===== config.mk =====
export PLATFORM = sky130hd
export DESIGN_NAME = rd_port_arbiter
export DESIGN_NICKNAME = d
export VERILOG_FILES = /design/src/rtl/rd_port_arbiter.sv
export SDC_FILE = /design/constraint.sdc
export NUM_CORES = 1
export LEC_CHECK = 0
export ABC_AREA = 0
export BUFFER_PORTS_ARGS = -buffer_cell sky130_fd_sc_hd__buf_2
export CORE_MARGIN = 2
export CORE_UTILIZATION = 45
export CTS_CLUSTER_SIZE = 16
export DETAILED_ROUTE_END_ITERATION = 8
export GPL_ROUTABILITY_DRIVEN = 0
export PLACE_DENSITY = 0.95
export RECOVER_POWER = 25
export SYNTH_ARGS = -nofsm -noshare
export SYNTH_HDL_FRONTEND = slang
export SYNTH_SLANG_ARGS = --single-unit

===== constraint.sdc =====
create_clock -name clk_i -period 5.3 [get_ports clk_i]
set_input_delay 0.795 -clock clk_i [delete_from_list [all_inputs] [get_ports clk_i]]
set_output_delay 0.795 -clock clk_i [all_outputs]
set_load 0.1 [all_outputs]

===== src/rtl/rd_port_arbiter.sv =====
// Shares one read-address/read-data port between NUM_REQ requesters: round-robin
// address capture into a single output register, in-order tag FIFO routes responses back.
module rd_port_arbiter #(
  parameter int NUM_REQ   = 2,
  parameter int ADDR_W    = 32,
  parameter int DATA_W    = 32,
  parameter int MAX_OUTST = 4
) (
  input  logic                           clk_i,
  input  logic                           arst_ni,
  input  logic [NUM_REQ*ADDR_W-1:0]      req_addr_i,
  input  logic [NUM_REQ-1:0]             req_valid_i,
  output logic [NUM_REQ-1:0]             req_ready_o,
  output logic [ADDR_W-1:0]              rd_addr_o,
  output logic                           rd_addr_valid_o,
  input  logic                           rd_addr_ready_i,
  input  logic [DATA_W-1:0]              rd_data_i,
  input  logic                           rd_data_valid_i,
  output logic [DATA_W-1:0]              rsp_data_o,
  output logic [NUM_REQ-1:0]             rsp_valid_o,
  output logic [$clog2(MAX_OUTST+1)-1:0] outstanding_o,
  output logic                           err_o
);

  localparam int IDX_W = (NUM_REQ > 1) ? $clog2(NUM_REQ) : 1;
  localparam int PTR_W = (MAX_OUTST > 1) ? $clog2(MAX_OUTST) : 1;
  localparam int CNT_W = $clog2(MAX_OUTST+1);

  logic [IDX_W-1:0]  rr_ptr_r;
  logic [IDX_W-1:0]  tag_mem_r [MAX_OUTST];
  logic [PTR_W-1:0]  wr_ptr_r;
  logic [PTR_W-1:0]  rd_ptr_r;
  logic [CNT_W-1:0]  count_r;
  logic [ADDR_W-1:0] rd_addr_r;
  logic              rd_addr_valid_r;
  logic              err_r;

  logic              win_found_s;
  logic [IDX_W-1:0]  win_idx_s;
  logic [IDX_W-1:0]  cand_s;
  logic              slot_free_s;
  logic              capture_s;
  logic              pop_s;

  function automatic logic [NUM_REQ-1:0] to_onehot(input logic [IDX_W-1:0] idx);
    logic [NUM_REQ-1:0] vec;
    vec      = '0;
    vec[idx] = 1'b1;
    return vec;
  endfunction

  // Round-robin search starting at rr_ptr_r; the first valid requester wins.
  always_comb begin
    win_found_s = 1'b0;
    win_idx_s   = '0;
    cand_s      = '0;
    for (int k = 0; k < NUM_REQ; k++) begin
      cand_s      = IDX_W'((int'(rr_ptr_r) + k) % NUM_REQ);
      win_idx_s   = (!win_found_s && req_valid_i[cand_s]) ? cand_s : win_idx_s;
      win_found_s = win_found_s | req_valid_i[cand_s];
    end
  end

  // Credit check uses the registered count, so a full FIFO blocks capture even on a pop cycle.
  assign slot_free_s = !rd_addr_valid_r || rd_addr_ready_i;
  assign capture_s   = slot_free_s && (count_r < CNT_W'(MAX_OUTST)) && win_found_s;
  assign pop_s       = rd_data_valid_i && (count_r != {CNT_W{1'b0}});

  assign req_ready_o     = capture_s ? to_onehot(win_idx_s) : {NUM_REQ{1'b0}};
  assign rsp_valid_o     = pop_s ? to_onehot(tag_mem_r[rd_ptr_r]) : {NUM_REQ{1'b0}};
  assign rsp_data_o      = rd_data_i;
  assign rd_addr_o       = rd_addr_r;
  assign rd_addr_valid_o = rd_addr_valid_r;
  assign outstanding_o   = count_r;
  assign err_o           = err_r;

  // Output address register and round-robin pointer.
  always_ff @(posedge clk_i or negedge arst_ni) begin
    if (!arst_ni) begin
      rd_addr_r       <= {ADDR_W{1'b0}};
      rd_addr_valid_r <= 1'b0;
      rr_ptr_r        <= {IDX_W{1'b0}};
    end else if (capture_s) begin
      rd_addr_r       <= req_addr_i[int'(win_idx_s)*ADDR_W +: ADDR_W];
      rd_addr_valid_r <= 1'b1;
      rr_ptr_r        <= IDX_W'((int'(win_idx_s) + 1) % NUM_REQ);
    end else if (rd_addr_valid_r && rd_addr_ready_i) begin
      rd_addr_valid_r <= 1'b0;
    end else begin
      rd_addr_valid_r <= rd_addr_valid_r;
    end
  end

  // Tag FIFO, occupancy count and sticky orphan-data flag.
  always_ff @(posedge clk_i or negedge arst_ni) begin
    if (!arst_ni) begin
      for (int i = 0; i < MAX_OUTST; i++) begin
        tag_mem_r[i] <= {IDX_W{1'b0}};
      end
      wr_ptr_r <= {PTR_W{1'b0}};
      rd_ptr_r <= {PTR_W{1'b0}};
      count_r  <= {CNT_W{1'b0}};
      err_r    <= 1'b0;
    end else begin
      if (capture_s) begin
        tag_mem_r[wr_ptr_r] <= win_idx_s;
        wr_ptr_r            <= wr_ptr_r + PTR_W'(1);
      end else begin
        wr_ptr_r <= wr_ptr_r;
      end
      if (pop_s) begin
        rd_ptr_r <= rd_ptr_r + PTR_W'(1);
      end else begin
        rd_ptr_r <= rd_ptr_r;
      end
      case ({capture_s, pop_s})
        2'b10:   count_r <= count_r + CNT_W'(1);
        2'b01:   count_r <= count_r - CNT_W'(1);
        default: count_r <= count_r;
      endcase
      if (rd_data_valid_i && (count_r == {CNT_W{1'b0}})) begin
        err_r <= 1'b1;
      end else begin
        err_r <= err_r;
      end
    end
  end

endmodule


* Yosys cells after proc, flatten, opt, wreduce, memory -nomap -nowiden *
Index checks and enable logic that the tools add are counted.

cells by class
  add/sub/neg operators = 6
  $mul = 0
  divide/modulo/power cells = 0
  magnitude comparators = 10
  eq/ne operators = 2
  shift operators = 1
  multiplexer cells = 21
  bitwise logic cells = 3
  reductions and logical operators = 16

operators with widths
  kind                 count
  $shiftx 64x7->32     1
  $mux 1               13
  $logic_and 1x1->1    9
  $lt 1x2->1 const B   4
  $ge 3x3->1 const B   2
  $not 2->3            2
  $pmux 3 s2           1
  $add 2x1->2 const B  2
  $bwmux 4             1
  $mux 2               2
  $reduce_bool 2->1    2
  $add 3x1->3 const B  1
  $logic_not 3->1      1
  $lt 3x1->1 const B   1
  $lt 3x3->1 const B   1
  $reduce_bool 3->1    1
  $sub 3x1->3 const B  1
  $add 1x1->1 const B  2
  $bmux 1 s2           1
  $demux 1 s1          2
  $demux 1 s2          1
  $eq 2x1->1 const B   1
  $eq 2x2->1 const B   1
  $ge 1x1->1 const B   2
  3 further kinds      4

storage, ports and cells
  flip-flop bits (word level) = 46
  bits in latches = 0
  memory bits (writable) = 0
  ROM bits = 0
  input bits = 102
  logic and storage cells = 70
  memories = 0

* Depth between registers and ports, before layout *
Gate-level depths: netlist (run 1).

  word-level depth = 10
  gate-level depth with buffers = 11
  depth with buffers taken out = 9

* Worst setup path before layout (run 1) *
Ideal clock, no wire load.

  path kind = register to output
  from = register count_r[2], in the netlist outstanding_o[2]
  to = output req_ready_o[1]
  arrival time = 3.529 ns
  required time = 4.505 ns
  path slack = 0.976 ns
  cell stages (with the launch flop) = 6
  path buffers = 1
  cells stage by stage = dfrtp_1 -> o21ba_4 -> and2_4 -> buf_6 -> inv_1 -> nor3_1

between the ends
  word-level cells in the longest chain between the ends = 4

ends and longest elaborated chain
  item                             line  text
  start: declaration               33    logic [CNT_W-1:0] count_r;
  start signal: assignment         102   count_r <= {CNT_W{1'b0}};
  start signal: assignment         117   2'b10: count_r <= count_r + CNT_W'(1);
  start signal: assignment         118   2'b01: count_r <= count_r - CNT_W'(1);
  $lt 3x3->1                       66    assign capture_s = slot_free_s && (count_r < CNT_W'(MAX_OUTST)) && win_found_s;
  $logic_and 1x1->1 (2 in series)  66
  $mux 2                           69    assign req_ready_o = capture_s ? to_onehot(win_idx_s) : {NUM_REQ{1'b0}};
  end: declaration                 13    output logic [NUM_REQ-1:0] req_ready_o,

Every way passes these cells.

* Final worst setup path (run 1) *
  from = input req_valid_i[1]
  to = output req_ready_o[1]

between the ends
  word-level cells in the longest chain between the ends = 10
  elaborated cells between the ends (all ways) = 16

ends and longest elaborated chain
  item                                                            line    text
  start: declaration                                              12      input logic [NUM_REQ-1:0] req_valid_i,
  $mux 1 (implied by the code) (2 in series)                      59, 60
  $logic_not 1->1                                                 59      win_idx_s = (!win_found_s && req_valid_i[cand_s]) ? cand_s : win_idx_s;
  $logic_and 1x1->1                                               59
  $mux 1                                                          59
  $lt 1x2->1 (implied by the code) or $ge 1x1->1 (tied branches)  48      vec[idx] = 1'b1;
  $logic_and 1x1->1 (implied by the code)                         48
  $mux 1 (implied by the code)                                    48
  $demux 1 s1                                                     48
  $mux 2 (*)                                                      69

Every way passes the cells marked *; elsewhere a longest branch is shown, timed or not. The select of a mux whose other input is x is not followed.

==> results of run 1 <==
==> final cells by class <==
type                            instances  area (um2)  area share (%)
Inverter                                9       33.78           1.118
Sequential cell                        46        1151           38.10
Tap cell                               75       93.84           3.106
Timing Repair Buffer                  110       548.0           18.14
Multi-Input combinational cell        169        1119           37.02
Clock buffer                            7       76.32           2.526
==> state kept, by name, summed over array words and instances (netlist names) <==
| name | count |
|---|---|
| err_o | 1 |
| outstanding_o | 3 |
| rd_addr_o | 32 |
| rd_addr_valid_o | 1 |
| rd_ptr_r | 2 |
| rr_ptr_r | 1 |
| tag_mem_r | 4 |
| wr_ptr_r | 2 |
==> final timing paths <==
path,end,slack [ps],cells after the start
worst max-delay path,req_ready_o[1],1430,6
worst min-delay path,err_o$_DFFE_PN0P_,480,1
worst max register to register,outstanding_o[2]$_DFFE_PN0P_,2680,9
worst min register to register,err_o$_DFFE_PN0P_,480,1
max in group asynchronous,tag_mem_r[2]$_DFFE_PN0P_,2670,1
min in group asynchronous,rd_addr_o[31]$_DFFE_PN0P_,1240,1
==> stage by stage <==
stage,hold slack [ps],util [%],instance area [um2],worst slack (ps),std cells
6_report,477.5,51.65,3022,1429,416
5_1_grt,498.6,51.65,3022,1261,416
4_1_cts,468.6,51.69,3024,1458,416
3_5_place_dp,447.0,50.38,2948,1463,409
3_3_place_gp,437.3,50.38,2948,1488,409
2_1_floorplan,452.8,-,2701,976.4,285
==> layer usage <==
metal	share of wire [%]	GRT usage (%)	vias up	routed length, um
met2	47	35.49	147	3323
met4	2.9	9.492	0	207
li1	-	-	1120	-
met5	0	0	-	0
met1	41	26.72	1123	2851
met3	9.1	4.066	25	638
==> cells in the final DEF (no fill, tap or decap), drive strengths merged <==
cell type | Yosys | routed
a21o | 1 | 1
a21oi | 34 | 34
a31oi | 32 | 32
and2 | 2 | 2
buf | 46 | 108
clkbuf | 15 | 9
dfrtp | 46 | 46
fa | 1 | 1
ha | 5 | 5
inv | 9 | 9
mux2 | 4 | 4
mux2i | 1 | 1
mux4 | 1 | 1
nand2 | 2 | 2
nand2b | 1 | 1
nand3 | 5 | 5
nor2 | 3 | 3
nor2b | 2 | 2
nor3 | 2 | 2
o211ai | 32 | 32
o21ai | 33 | 33
o21ba | 1 | 1
o31a | 1 | 1
xnor2 | 3 | 3
xor2 | 3 | 3
==> kinds of logic after synthesis <==
| family | synth area share (%) |
|---|---|
| XOR/XNOR | 1.946 |
| adder cells (fa/ha/maj) | 3.057 |
| AO/OA/AOI/OAI | 29.92 |
| multiplexers | 2.872 |
| buffers and inverters | 16.07 |
| AND/OR/NAND/NOR | 3.520 |
| flip-flops | 42.61 |
==> worst reg2reg max path: stages, from the launching register on <==
cell and delay, ps:
dfrtp_1 390, nand2b_2 560, and2_4 540, inv_1 140
ha_1 240, inv_1 90, fa_1 190, xor2_1 140
nor2_1 70, xor2_1 150
==> out/results.ini, run 1 <==
[global_route]
overflow=0
antenna_found_initial=0
grt_pass1_wl_mm=10.89
grt_use_total_pct=21.24
grt_max_degree=47
grt_pass1_vias=2336

[floorplanning]
core_area_mm2=0.005851
die_x_um=81.48
fp-row-count=28
die_h_um=81.48
die_area_mm2=0.006639
start_util_pct=46.17
io_pins=175

[yosys]
syn-num-nets=393
synth_cells=285
syn_area_per_cell_um2=9.478
ys_types=30
synth_warnings=0
synthTopCellsByArea=dfrtp_1 43%, buf_4 9.2%, o211ai_1 8.9%
ys.flop_type=dfrtp_1
synth.most_common_cell=dfrtp_1
synthArstFlopShare_pct=100.0
synth_edf_count=0
netlist.area_leader.share_pct=42.61
seq_area_frac_synth_pct=42.61
synth_area_mm2=0.002701
ys_ff_latch=46
synth_common_cells=46 x dfrtp_1, 34 x a21oi_1, 33 x buf_4
synth_area_leader_cell=dfrtp_1

[place]
port_buffers=110
dp_hpwl_mm=5.001

[clock_network]
clockBufferDepth=2
cts_tree=yes
clkTransAtPathRegs_ps=80
clockRootBuffer=clkbuf_8
cts_resized=0
htreeDepth=2
cts.sinks=46
post-cts-setup-buffer-count=0
cts_hold_buf=0
insertion_delay_ps=290
numCtsBuffers=5

[routing]
avgViaCountPerCell=5.805
vias=2415
drcViolationCount=0
drt_iter0_drc=234
wl_per_cell_um=16.88
ant_nets=0
first_pass_iters=4
drt_wl_total_mm=7.022

[timing]
finClkSkew_ps=2.343
maxSlewViolCount=47
tns_ps=0
finalHoldViolCount=0
fin_crit_ps=3871
tightest_slew_ps=2437
min_period_over_period_pct=73.04
setup_viol=0
slew_headroom_pct=-62.44
fmax_mhz=258.3
rsz0062_at_grt=false

[cells_and_area]
layout-drive-gt1-share_pct=35.78
antennaDiodeCount=0
final_nets=449
fill_cells=535
syn_to_final_growth_pct=11.86

[critical_path]
cp_slowest_cell=o21ba_4
critical_path_required_ps=4510
arrival_ps=3080
cp_top_family=buffers and inverters
r2r-start=rd_addr_valid_o$_DFFE_PN0P_
worstSetupEndpointType=output port
start_kind=input pin
startpoint=req_valid_i[1]
cp_max_fo=40
worst-setup-path-type=input pin to output port
slowest_delay_ps=520
crit_chain=buf_2, o21ba_4, and2_4, inv_1, nor3_1, buf_2
path_buf_inv=3
cp_common_cell=buf_2

[outcome]
violations=capacitance limit, slew limit
status=finished with violations

[worst_hold_path]
hold_class=flip-flop to flip-flop
min_from=err_o$_DFFE_PN0P_

[flow_run]
cap_violations=1

Power of run 1 is not shown: default switching activity piles up to over one toggle a cycle in this logic, so the estimate is an artifact.
==> inputs of run 2 (changes only) <==
- CORE_UTILIZATION: 45 -> 39
- PLACE_DENSITY: 0.95 -> 0.88
- clock period: 5.3 -> 3.4 ns (I/O delays scaled with it)
==> out/results.ini, run 2 (same netlist as run 1, synthesis figures left out) <==
[flow_run]
cap_violations=1  ; unchanged

[global_route]
antenna_found_initial=0  ; unchanged
overflow=0  ; unchanged
grt_pass1_vias=2502  ; +7.1%
grt_pass1_wl_mm=11.50  ; +5.6%
grt_max_degree=47  ; unchanged
grt_use_total_pct=19.17  ; -2.1 points

[clock_network]
clockRootBuffer=clkbuf_8
cts_hold_buf=0  ; unchanged
cts_resized=0  ; unchanged
insertion_delay_ps=290  ; about the same
htreeDepth=2  ; unchanged
clkTransAtPathRegs_ps=90  ; about the same
numCtsBuffers=5  ; unchanged
post-cts-setup-buffer-count=0  ; unchanged
clockBufferDepth=2  ; unchanged
cts_tree=yes
cts.sinks=46  ; unchanged

[critical_path]
critical_path_required_ps=2890  ; -1620 ps
start_kind=flip-flop
rr_worst_depth=9  ; unchanged
worstSetupEndpointType=output port
worst-setup-path-type=flip-flop to output port
cp_max_fo=36  ; -10%
arrival_ps=1990  ; -1090 ps

[floorplanning]
io_pins=175  ; unchanged
fp-row-count=30  ; +7.1%
core_area_mm2=0.006756  ; +15%
die_x_um=87.23  ; +7.1%
die_area_mm2=0.007608  ; +15%
die_h_um=87.23  ; +7.1%
start_util_pct=39.98  ; -6.2 points

[timing]
rsz0062_at_grt=false
finClkSkew_ps=5.365  ; +3.022 ps
finalHoldViolCount=0  ; unchanged
setup_viol=0  ; unchanged
fmax_mhz=400.6
fin_crit_ps=2496
slew_headroom_pct=-62.44  ; about the same
min_period_over_period_pct=73.41
tns_ps=0  ; unchanged
tightest_slew_ps=2437  ; -0.08947 ps
maxSlewViolCount=47  ; unchanged

[routing]
first_pass_iters=4  ; unchanged
wl_per_cell_um=16.60  ; -1.7%
drt_wl_total_mm=7.105  ; +1.2%
drt_iter0_drc=111  ; -53%
drcViolationCount=0  ; unchanged
ant_nets=0  ; unchanged
avgViaCountPerCell=5.673  ; -2.3%
vias=2428  ; +0.54%

[cells_and_area]
largest_register_ffs=32  ; unchanged
mostFrequentLayoutCells=107 x buf_2, 46 x dfrtp_1, 34 x a21oi_1
layout_commonest_cell=buf_2
syn_to_final_growth_pct=17.37
layout-drive-gt1-share_pct=38.22  ; +2.4 points
final_nets=455  ; +1.3%
antennaDiodeCount=0  ; unchanged

[place]
port_buffers=110  ; unchanged
dp_hpwl_mm=4.861  ; -2.8%

[worst_hold_path]
whs_path_depth=2  ; +1
hold_class=input pin to flip-flop

[outcome]
status=finished with violations
violations=capacitance limit, slew limit

[run 2: cell types whose count changed in the layout (fill, tap and decap cells not counted), sizes merged]
cell	delta
clkbuf	-3
clkinv	+1
buf	+7
bufinv	+2
[run 2: critical path: stages, from the launching register on]
cell     delay, ps
dfrtp_1        450
o21ba_4        250
and2_4         380
inv_1          150
nor3_2         250
buf_12         210
[run 2: cell type report]
type / instances / area [um2]
clock inverter: 3 / 68.82
multi-input combinational: 169 / 1124
tap: 80 / 100.1
sequential: 46 / 1151
clock buffer: 5 / 68.82
inverter: 9 / 33.78
timing repair buffer: 116 / 624.3
fill: 643 / 3586
[run 2: routing by layer]
layer | routed length [um] | GRT usage, %
met4 | 165 | 8.112
met5 | 0 | 0
met2 | 3511 | 32.20
met3 | 436 | 3.791
met1 | 2990 | 24.04
[run 2: per-stage QoR]
step | utilization [%] | area (um2) | cells | hold WS (ps) | setup WS (ps)
finish | 46.93 | 3171 | 428 | 425.2 | 904.0
global route | 46.93 | 3171 | 428 | 426.5 | 492.9
CTS | 46.94 | 3172 | 428 | 411.2 | 857.6
detailed placement | 44.91 | 3034 | 420 | 443.2 | 938.0
global placement | 44.91 | 3034 | 420 | 436.9 | 1014
floorplan | - | 2706 | 285 | 214.4 | 149.1
[run 2: final timing paths]
kind | start | to | slack [ps]
min in group asynchronous | arst_ni | rd_addr_o[28]$_DFFE_PN0P_ | 950
worst max-delay path | outstanding_o[2]$_DFFE_PN0P_ | req_ready_o[1] | 900
worst max register to register | outstanding_o[2]$_DFFE_PN0P_ | outstanding_o[2]$_DFFE_PN0P_ | 1210
worst min register to register | err_o$_DFFE_PN0P_ | err_o$_DFFE_PN0P_ | 470
max in group asynchronous | arst_ni | rd_addr_o[21]$_DFFE_PN0P_ | 1070
worst min-delay path | rd_data_valid_i | err_o$_DFFE_PN0P_ | 430
Power of run 2 is left out for the same reason.
==> inputs of run 3 (changes only) <==
- CORE_UTILIZATION: 39 -> 43
- PLACE_DENSITY: 0.88 -> 0.91
- clock period: 3.4 -> 2.3 ns (I/O delays scaled with it)
==> out/results.ini, run 3 (same netlist as run 1, synthesis figures left out) <==
[timing]
fin_crit_ps=2126
slew_headroom_pct=25.75  ; +88 points
maxSlewViolCount=0  ; -100%
finClkSkew_ps=6.428  ; +1.063 ps
fin_ws_ps=173.6  ; -730.4 ps
hold_ws_ps=274.3  ; -150.9 ps
setup_viol=0  ; unchanged
tightest_slew_ps=1114  ; -1323 ps
fmax_mhz=470.3
finalHoldViolCount=0  ; unchanged
tns_ps=0  ; unchanged
rsz0062_at_grt=false
min_period_over_period_pct=92.45

[place]
dp_hpwl_mm=5.264  ; +8.3%
port_buffers=110  ; unchanged
post-place-ws_ps=243.3  ; -694.7 ps

[clock_network]
numCtsBuffers=5  ; unchanged
cts_tree=yes
htreeDepth=2  ; unchanged
clockBufferDepth=2  ; unchanged
post-cts-setup-buffer-count=0  ; unchanged
clkTransAtPathRegs_ps=90  ; about the same
insertion_delay_ps=300  ; about the same
clockRootBuffer=clkbuf_8
cts.sinks=46  ; unchanged

[global_route]
busiest_layer=met2
grt_pass1_vias=2557  ; +2.2%
grt_pass1_wl_mm=12.43  ; +8.1%
use_met1_pct=26.16  ; +2.1 points
grt_use_total_pct=21.99  ; +2.8 points
overflow=0  ; unchanged
grt_use_met2_pct=39.30  ; +7.1 points
grt_max_degree=40  ; -15%
antenna_found_initial=0  ; unchanged
met3_usage_pct=5.865  ; +2.1 points

[cells_and_area]
mostFrequentLayoutCells=107 x buf_2, 42 x dfrtp_1, 34 x a21oi_1
layout-drive-gt1-share_pct=40.51  ; +2.3 points
syn_to_final_growth_pct=19.69
layout_commonest_cell=buf_2
final_nets=460  ; +1.1%
largest_register_ffs=32  ; unchanged
antennaDiodeCount=0  ; unchanged
fill_cells=555  ; -14%

[floorplanning]
die_x_um=83.26  ; -4.5%
fp-row-count=28  ; -6.7%
die_h_um=83.26  ; -4.5%
io_pins=175  ; unchanged
core_area_mm2=0.005991  ; -11%
die_area_mm2=0.006932  ; -8.9%
start_util_pct=45.09  ; +5.1 points

[critical_path]
slowest_delay_ps=550  ; +100 ps
cp_slowest_cell=mux4_2
critical_path_required_ps=1960  ; -930 ps
worstSetupEndpointType=output port
cp_max_fo=3  ; -92%
crit_chain=mux4_2, nor2b_4, buf_2
arrival_ps=1780  ; -210 ps
worst-setup-path-type=flip-flop to output port
start_kind=flip-flop

[routing]
drt_wl_total_mm=7.538  ; +6.1%
ant_nets=0  ; unchanged
vias=2483  ; +2.3%
avgViaCountPerCell=5.801  ; +2.3%
drt_iter0_drc=155  ; +40%
drcViolationCount=0  ; unchanged
first_pass_iters=4  ; unchanged
wl_per_cell_um=17.61  ; +6.1%

[outcome]
status=finished, final reports clean

[worst_hold_path]
hold_class=input pin to flip-flop

[flow_run]
cap_violations=0  ; -1

-- run 3: per-stage QoR --
| step | cell area [um2] | cells | util, % |
|---|---|---|---|
| after global routing | 3233 | 428 | 53.97 |
| after floorplan | 2733 | 285 | - |
| final | 3233 | 428 | 53.97 |
| after global placement | 3082 | 419 | 51.44 |
| after CTS | 3234 | 428 | 53.99 |
| after detailed placement | 3082 | 419 | 51.44 |
-- run 3: path summary, 6_finish.rpt --
path	startpoint	endpoint	slack (ps)	cells past startpoint
hold / removal	rd_data_valid_i	err_o$_DFFE_PN0P_	270	2
min in group asynchronous	arst_ni	rd_addr_o[7]$_DFFE_PN0P_	770	2
hold reg to reg	err_o$_DFFE_PN0P_	err_o$_DFFE_PN0P_	480	1
setup / recovery	rd_ptr_r[0]$_DFFE_PN0P_	rsp_valid_o[0]	170	3
max in group asynchronous	arst_ni	rd_addr_o[28]$_DFFE_PN0P_	550	3
setup reg to reg	outstanding_o[2]$_DFFE_PN0P_	outstanding_o[2]$_DFFE_PN0P_	310	9
-- run 3: cell type report --
type                       count  area [um2]  area share, %
multi-input combinational    169        1137          35.18
clock buffer                   6       82.58          2.554
sequential                    46        1161          35.91
clock inverter                 2       60.06          1.858
timing repair buffer         121       664.4          20.55
inverter                       9       33.78          1.045
tap                           75       93.84          2.902
-- run 3: worst max-delay path: cells and delay by family (launching register included) --
kind	cells	cell delay, ps
buffers and inverters	1	420
DFF	1	410
muxes	1	550
and+or+nand+nor	1	110
-- run 3: repair_timing --
| item | in CTS | in global routing |
|---|---|---|
| gates resized for setup | 0 | 0 |
| hold buffers | 1 | 0 |
| hold endpoints to repair | 13 | 0 |
-- run 3: per-layer routing --
| metal | vias to the layer above | part of all wire, % |
|---|---|---|
| met5 | - | 0 |
| met4 | 0 | 1.1 |
| met3 | 12 | 7.0 |
| met2 | 121 | 53 |
| met1 | 1209 | 39 |
| li1 | 1141 | - |
Power of run 3 is left out for the same reason.
